<file path="src/rtl/adc_channel_avg.sv">
// Eight-channel ADC block averager: 2^AVG_LOG2 samples per channel, valid/ready result port,
// per-channel average bank with registered readout. Optional min/max tracking under ADC_AVG_MINMAX_EN.
module adc_channel_avg #(
   parameter int AVG_LOG2 = 4
) (
   input  logic        clk,
   input  logic        rst_n,
   input  logic        sample_valid,
   input  logic [11:0] sample_data,
   input  logic [2:0]  sample_ch,
   input  logic        clear,
   output logic        avg_valid,
   input  logic        avg_ready,
   output logic [11:0] avg_data,
   output logic [2:0]  avg_ch,
   output logic        overrun,
   input  logic [2:0]  rd_ch,
   output logic [11:0] rd_avg,
   output logic [11:0] rd_min,
   output logic [11:0] rd_max
);
   localparam int AW  = 12 + AVG_LOG2;
   localparam int NCH = 8;

   logic          accept, last, done;
   logic [AW-1:0] acc_q [NCH];
   logic [AW-1:0] sum;
   logic [11:0]   result;
   logic [11:0]   bank_q [NCH];
   logic [11:0]   rd_avg_q;
   logic          avg_valid_q, avg_valid_d;
   logic          overrun_q, overrun_d;
   logic [11:0]   avg_data_q, avg_data_d;
   logic [2:0]    avg_ch_q, avg_ch_d;

   // clear takes priority over a coincident sample, which is dropped
   assign accept = sample_valid && !clear;
   assign sum    = acc_q[sample_ch] + AW'(sample_data);
   assign result = 12'(sum >> AVG_LOG2);
   assign done   = accept && last;

   generate
      if (AVG_LOG2 > 0) begin : g_cnt
         logic [AVG_LOG2-1:0] cnt_q [NCH];
         assign last = (cnt_q[sample_ch] == '1);
         always_ff @(posedge clk or negedge rst_n) begin
            if (!rst_n) begin
               for (int i = 0; i < NCH; i++) cnt_q[i] <= '0;
            end else if (clear) begin
               for (int i = 0; i < NCH; i++) cnt_q[i] <= '0;
            end else if (accept) begin
               cnt_q[sample_ch] <= last ? '0 : cnt_q[sample_ch] + AVG_LOG2'(1);
            end
         end
      end else begin : g_nocnt
         assign last = 1'b1;
      end
   endgenerate

   always_ff @(posedge clk or negedge rst_n) begin
      if (!rst_n) begin
         for (int i = 0; i < NCH; i++) acc_q[i] <= '0;
      end else if (clear) begin
         for (int i = 0; i < NCH; i++) acc_q[i] <= '0;
      end else if (accept) begin
         acc_q[sample_ch] <= last ? '0 : sum;
      end
   end

   // A new result in the handshake cycle replaces the accepted one without flagging overrun
   always_comb begin
      avg_valid_d = avg_valid_q;
      overrun_d   = overrun_q;
      avg_data_d  = avg_data_q;
      avg_ch_d    = avg_ch_q;
      if (clear) begin
         avg_valid_d = 1'b0;
         overrun_d   = 1'b0;
      end else if (done) begin
         avg_valid_d = 1'b1;
         avg_data_d  = result;
         avg_ch_d    = sample_ch;
         if (avg_valid_q && !avg_ready) overrun_d = 1'b1;
      end else if (avg_valid_q && avg_ready) begin
         avg_valid_d = 1'b0;
      end
   end

   always_ff @(posedge clk or negedge rst_n) begin
      if (!rst_n) begin
         avg_valid_q <= 1'b0;
         overrun_q   <= 1'b0;
         avg_data_q  <= '0;
         avg_ch_q    <= '0;
         rd_avg_q    <= '0;
         for (int i = 0; i < NCH; i++) bank_q[i] <= '0;
      end else begin
         avg_valid_q <= avg_valid_d;
         overrun_q   <= overrun_d;
         avg_data_q  <= avg_data_d;
         avg_ch_q    <= avg_ch_d;
         rd_avg_q    <= bank_q[rd_ch];
         if (done) bank_q[sample_ch] <= result;
      end
   end

   assign avg_valid = avg_valid_q;
   assign overrun   = overrun_q;
   assign avg_data  = avg_data_q;
   assign avg_ch    = avg_ch_q;
   assign rd_avg    = rd_avg_q;

`ifdef ADC_AVG_MINMAX_EN
   logic [11:0] min_q [NCH];
   logic [11:0] max_q [NCH];
   logic [11:0] rd_min_q, rd_max_q;

   always_ff @(posedge clk or negedge rst_n) begin
      if (!rst_n) begin
         for (int i = 0; i < NCH; i++) begin
            min_q[i] <= 12'hFFF;
            max_q[i] <= 12'h000;
         end
         rd_min_q <= 12'hFFF;
         rd_max_q <= 12'h000;
      end else begin
         rd_min_q <= min_q[rd_ch];
         rd_max_q <= max_q[rd_ch];
         if (clear) begin
            for (int i = 0; i < NCH; i++) begin
               min_q[i] <= 12'hFFF;
               max_q[i] <= 12'h000;
            end
         end else if (accept) begin
            if (sample_data < min_q[sample_ch]) min_q[sample_ch] <= sample_data;
            if (sample_data > max_q[sample_ch]) max_q[sample_ch] <= sample_data;
         end
      end
   end

   assign rd_min = rd_min_q;
   assign rd_max = rd_max_q;
`else
   assign rd_min = 12'd0;
   assign rd_max = 12'd0;
`endif

endmodule
</file>
<file path="config.mk">
export PLATFORM = sky130hd
export DESIGN_NAME = adc_channel_avg
export DESIGN_NICKNAME = d
export VERILOG_FILES = /design/src/rtl/adc_channel_avg.sv
export SDC_FILE = /design/constraint.sdc
export NUM_CORES = 1
export LEC_CHECK = 0
export CORE_AREA = 2 2 134 233
export CTS_CLUSTER_DIAMETER = 100
export DETAILED_ROUTE_END_ITERATION = 6
export DIE_AREA = 0 0 136 235
export SYNTH_ARGS = -nofsm -noshare
export SYNTH_HDL_FRONTEND = slang
export SYNTH_SLANG_ARGS = --single-unit
</file>
<file path="constraint.sdc">
create_clock -name clk -period 3.22 [get_ports clk]
set_clock_uncertainty 0.15 [all_clocks]
set_input_delay 0.644 -clock clk [delete_from_list [all_inputs] [get_ports clk]]
set_output_delay 0.644 -clock clk [all_outputs]
set_load 0.01 [all_outputs]
</file>
---- Word level (Yosys, flattened, before mapping) ----
Index checks and enable logic that the tools add are counted.
cells by class
  $add $sub $neg .......................... 2
  multipliers ............................. 0
  divide/modulo/power cells ............... 0
  magnitude comparators ................... 3
  equality and inequality tests ........... 1
  shift-type cells ........................ 0
  mux-type cells .......................... 30
  bitwise gates (word level) .............. 3
  reduce and logical (&&, ||, !) cells .... 13
operators by type and width
  cell                                                count
  two-way mux 128 bit                                 2
  bitwise mux 128 bit                                 1
  bitwise mux 96 bit                                  1
  two-way mux 16 bit                                  4
  two-way mux 32 bit                                  2
  binary-select mux 16 bit (select 3 bit)             1
  demux 16 bit (select 3 bit)                         1
  binary-select mux 12 bit (select 3 bit)             1
  demux 12 bit (select 3 bit)                         1
  two-way mux 12 bit                                  3
  bitwise mux 32 bit                                  1
  adder 16 x 12 -> 16 bit                             1
  two-way mux 4 bit                                   4
  binary-select mux 4 bit (select 3 bit)              1
  demux 4 bit (select 3 bit)                          1
  >= comparator 4 bit, second input constant          2
  inverter 3 -> 4 bit                                 2
  two-way mux 1 bit                                   6
  nonzero test 2 bit                                  3
  logical AND 1 bit                                   5
  adder 4 x 1 -> 4 bit, second input constant         1
  == test 4 bit, second input constant                1
  < comparator 4 x 1 -> 1 bit, second input constant  1
  AND reduction 2 bit                                 2
  other kinds (3)                                     4
word-level totals
  flip-flop bits (word level) ............. 285
  latch bits .............................. 0
  memory bits (writable) .................. 0
  bits in read-only memories .............. 0
  input port bits ......................... 23
  output and inout bits ................... 53
  logic and storage cells ................. 81
  memories ................................ 0

---- Depth between registers and ports, before layout ----
  depth in word-level cells ............... 9
  depth in mapped cells ................... 18
  depth with buffers taken out ............ 11

---- Worst setup path after synthesis ----
OpenSTA, ideal clock, no wires.
  kind .................................... input to register
  start ................................... in sample_ch[1]
  end ..................................... reg bank_q[44] in the netlist's numbering
  library setup time ...................... 0.128 ns
  arrival time ............................ 4.608 ns
  data required time ...................... 2.942 ns
  path slack .............................. -1.666 ns
  stages .................................. 17
  path buffers ............................ 6
  cell sequence ........................... buf_6 buf_6 buf_2 buf_2 buf_2 mux2_2 a221oi_1 o22ai_1 ha_1 fa_1 a21o_1 a221oi_2 o221ai_1 a31o_2 xnor2_2 buf_2 mux2_1
on the way
  cells in the longest elaborated chain, start to end .. 6
  elaborated cells on any way between the ends .. 16
  classes of those cells .................. add/sub (1); order compare (2); eq/ne (1); mux (9); bitwise (1); reduce/logical (2)
ends and longest elaborated chain
  item                                                                           RTL line     RTL
  start, declared                                                                10           input logic [2:0] sample_ch,
  inverter 3 -> 4 bit (not written as such) *                                    38, 45, 103
  binary-select mux 16 bit (select 3 bit) (tied with other cells)                38           assign sum = acc_q[sample_ch] + AW'(sample_data);
  two-way mux 16 bit (not written as such) (tied with other cells) (2 in a row)  38
  adder 16 x 12 -> 16 bit (tied with other cells)                                38
  bitwise mux 96 bit / logical AND 1 bit (equally long branches)                 103, 40
  end signal, assigned by index                                                  103          if (done) bank_q[sample_ch] <= result;
  end, declared                                                                  29           logic [11:0] bank_q [NCH];
Every way passes the cells marked *; elsewhere a longest branch is shown, timed or not. The select of a mux whose other input is x is not followed.
A chain may end at the register's enable or synchronous reset.

---- Final worst setup path ----
  start ................................... reg acc_q[32] in the netlist's numbering
  end ..................................... reg bank_q[68] in the netlist's numbering
on the way
  cells in the longest elaborated chain, start to end .. 5
ends and longest elaborated chain
  item                                                   RTL line  RTL
  start, declared                                        26        logic [AW-1:0] acc_q [NCH];
  start signal, assigned by index                        66        acc_q[sample_ch] <= last ? '0 : sum;
  binary-select mux 16 bit (select 3 bit)                38
  two-way mux 16 bit (not written as such) (2 in a row)  38
  adder 16 x 12 -> 16 bit                                38
  bitwise mux 96 bit                                     103
Every way passes these cells. The select of a mux whose other input is x is not followed.

==> results.json <==
{
  "status": "complete, but fails checks",
  "violations": "negative setup slack",
  "cap_violations": 0,
  "critPathKind": "reg -> reg",
  "tns_ns": -11.77,
  "worstSkewPairLatency_ns": 0.56,
  "yosysMostFrequentCell": "dfrtp_1",
  "min_from": "g_cnt.cnt_q[28]",
  "finalInstanceArea_um2": 17000,
  "ys_ff_latch": 285,
  "cts_tree": "yes",
  "cts_buffers": 28,
  "grt_pass1_vias": 9991,
  "syn_to_final_growth_pct": 27.3,
  "placedCellCount": 1553,
  "max_slew_margin": 0.234,
  "hold_violations": 0,
  "ys_async_sr_fraction": 1.00,
  "cts.clk_slew.worst_paths_ns": 0.06,
  "drt-total-wl_um": 37800,
  "ys_seq_area_frac": 0.534,
  "hpwl_um": 26400,
  "final.min_clock_period_ns": 3.44,
  "crit_path_end_kind": "register",
  "die_width_um": 136,
  "ios": 76,
  "clock-sinks": 285,
  "rrSetupSlack_ns": -0.22,
  "leakage_nw": 8.10,
  "pre_cts_slack_ns": -0.952,
  "netlist_top_cells_area": "dfrtp_1 53%, mux2_2 9.0%, mux4_2 8.1%",
  "grt_pass1_wl_um": 59600,
  "grt_max_degree": 67,
  "cts.path.max_buffers": 3,
  "drtIter0Drc": 565,
  "vias": 9324,
  "rsz0062_at_grt": "yes",
  "hold_class": "reg -> reg",
  "drive_gt1_frac": 0.372,
  "start_util": 0.444,
  "route.detailed.drc": 0,
  "placed_area_um2": 15800,
  "slew_violations": 0,
  "core_region_area_um2": 30100,
  "whs_ns": 0.322,
  "grtUsageTotal": 0.246,
  "finalWorstSetupSlack_ns": -0.221,
  "post-route-period-util": 1.07,
  "io_buffer_count": 51,
  "setup_viol": 107,
  "ys_warn_count": 0,
  "rows": 84,
  "peakVddDrop_mv": 0.474,
  "synth_edf_count": 0,
  "power_density_nw_per_um2": 455,
  "postRouteAntennaNets": 0,
  "syn_area_per_cell_um2": 13.0,
  "crit_path_start": "acc_q[32]",
  "synth_cell_type_count": 66,
  "power.total_mw": 7.74,
  "htreeDepth": 1,
  "n_antenna_cell": 0,
  "synth_top_area_frac": 0.534,
  "critPathMaxFanout": 17,
  "synth_common_cells": "285 x dfrtp_1, 108 x nand2_1, 107 x mux2_2",
  "synthFlopType": "dfrtp_1",
  "cp.required_ns": 3.50,
  "synth_top_area_cell": "dfrtp_1",
  "layout.cells.non_filler": 1610,
  "gp_congestion": 0.877,
  "fmax_ghz": 0.291,
  "n_fill_cell": 2560,
  "wl_per_cell_um": 23.5,
  "cts_root_buffer": "clkbuf_16",
  "antenna_found_initial": 0,
  "worstPathArrival_ns": 3.73,
  "drt-vias-per-instance": 5.79,
  "firstDrtPassIters": 5,
  "cp-start-kind": "register",
  "syn_inst": 1024,
  "syn_area_um2": 13400,
  "fin_nets": 1244,
  "tightest_slew_ns": 1.15,
  "utilization": 0.566,
  "die_area_um2": 32000,
  "die_h_um": 235,
  "reg2reg_from": "acc_q[32]",
  "overflow": 0
}
==> worst max-delay path, cell delays in order (launching register included) <==
cell and delay [ns]:
dfrtp_1 0.38, mux2_4 0.27, a221oi_2 0.23, o22ai_1 0.12
ha_2 0.21, fa_2 0.39, a21o_1 0.21, a221oi_4 0.32
o221ai_4 0.18, a31o_4 0.29, xnor2_4 0.13, buf_12 0.15
mux2_4 0.27
==> where the power goes <==
group / total (mW) / switching [mW] / internal, mW
Combinational: 0.884 / 0.526 / 0.358
Clock: 3.22 / 1.41 / 1.81
Sequential: 3.64 / 0.0214 / 3.62
Total: 7.74 / 1.95 / 5.78
==> area by class of cell <==
type | instances | area, um2 | area share
clock inverter | 6 | 61.3 | 0.00361
clock buffer | 40 | 807 | 0.0475
sequential | 285 | 7130 | 0.419
tap | 387 | 484 | 0.0285
timing repair buffer | 223 | 2300 | 0.135
inverter | 10 | 37.5 | 0.00221
multi-input combinational | 659 | 6180 | 0.364
==> what timing repair did <==
item / CTS / global route
hold buffers: 1 / 0
gates resized for setup: 26 / 29
endpoints found under the hold margin: 48 / 0
pin swaps: 25 / 14
buffers inserted: 5 / 7
endpoints found under the setup margin: 153 / 182
==> placed cells by master, fill, tap and decap left out, types with 5 or more instances in the layout <==
cell	synthesis	layout
dfrtp_1	285	285
buf_4	25	124
nand2_1	108	105
a22o_1	105	105
mux2_2	107	100
o21ai_0	62	51
mux4_2	48	48
clkdlybuf4s50_1	0	46
buf_12	0	36
clkbuf_16	0	29
mux2_4	7	25
conb_1	1	24
nor2_1	20	19
mux2i_1	16	16
a21oi_1	18	14
o21ai_1	8	14
buf_6	6	12
nor2_4	9	10
inv_1	9	9
ha_1	13	8
clkbuf_1	33	7
nand3b_1	6	6
a22oi_1	6	5
nor2b_1	6	5
mux2_1	16	5
==> registers in the layout, summed over array words and instances (netlist names) <==
name         cells
avg_valid        1
avg_data        12
rd_avg          12
bank_q          96
acc_q          128
overrun          1
avg_ch           3
g_cnt.cnt_q     32
==> cells by family after synthesis <==
family / after synthesis / synth area share
AO/OA/AOI/OAI: 234 / 0.130
AND/OR/NAND/NOR: 178 / 0.0639
flip-flops: 285 / 0.534
multiplexers: 197 / 0.208
XOR/XNOR: 12 / 0.00956
buffers and inverters: 103 / 0.0415
other: 1 / 0.000281
adder cells (fa/ha/maj): 14 / 0.0137
==> routing by layer <==
metal / vias up / GRT usage / routed length (um)
met1: 4932 / 0.296 / 14300
met4: 0 / 0.0925 / 1490
li1: 4081 / - / -
met3: 83 / 0.0298 / 1410
met2: 228 / 0.443 / 20600
met5: - / 0 / 0
==> worst paths after layout <==
kind	end	cells past startpoint
setup / recovery	bank_q[68]	12
hold / removal	g_cnt.cnt_q[28]	2
setup reg to reg	bank_q[68]	12
hold reg to reg	g_cnt.cnt_q[28]	2
max in group asynchronous	g_cnt.cnt_q[16]	3
min in group asynchronous	bank_q[26]	2
Note: power is estimated with default switching activity, not from simulation.
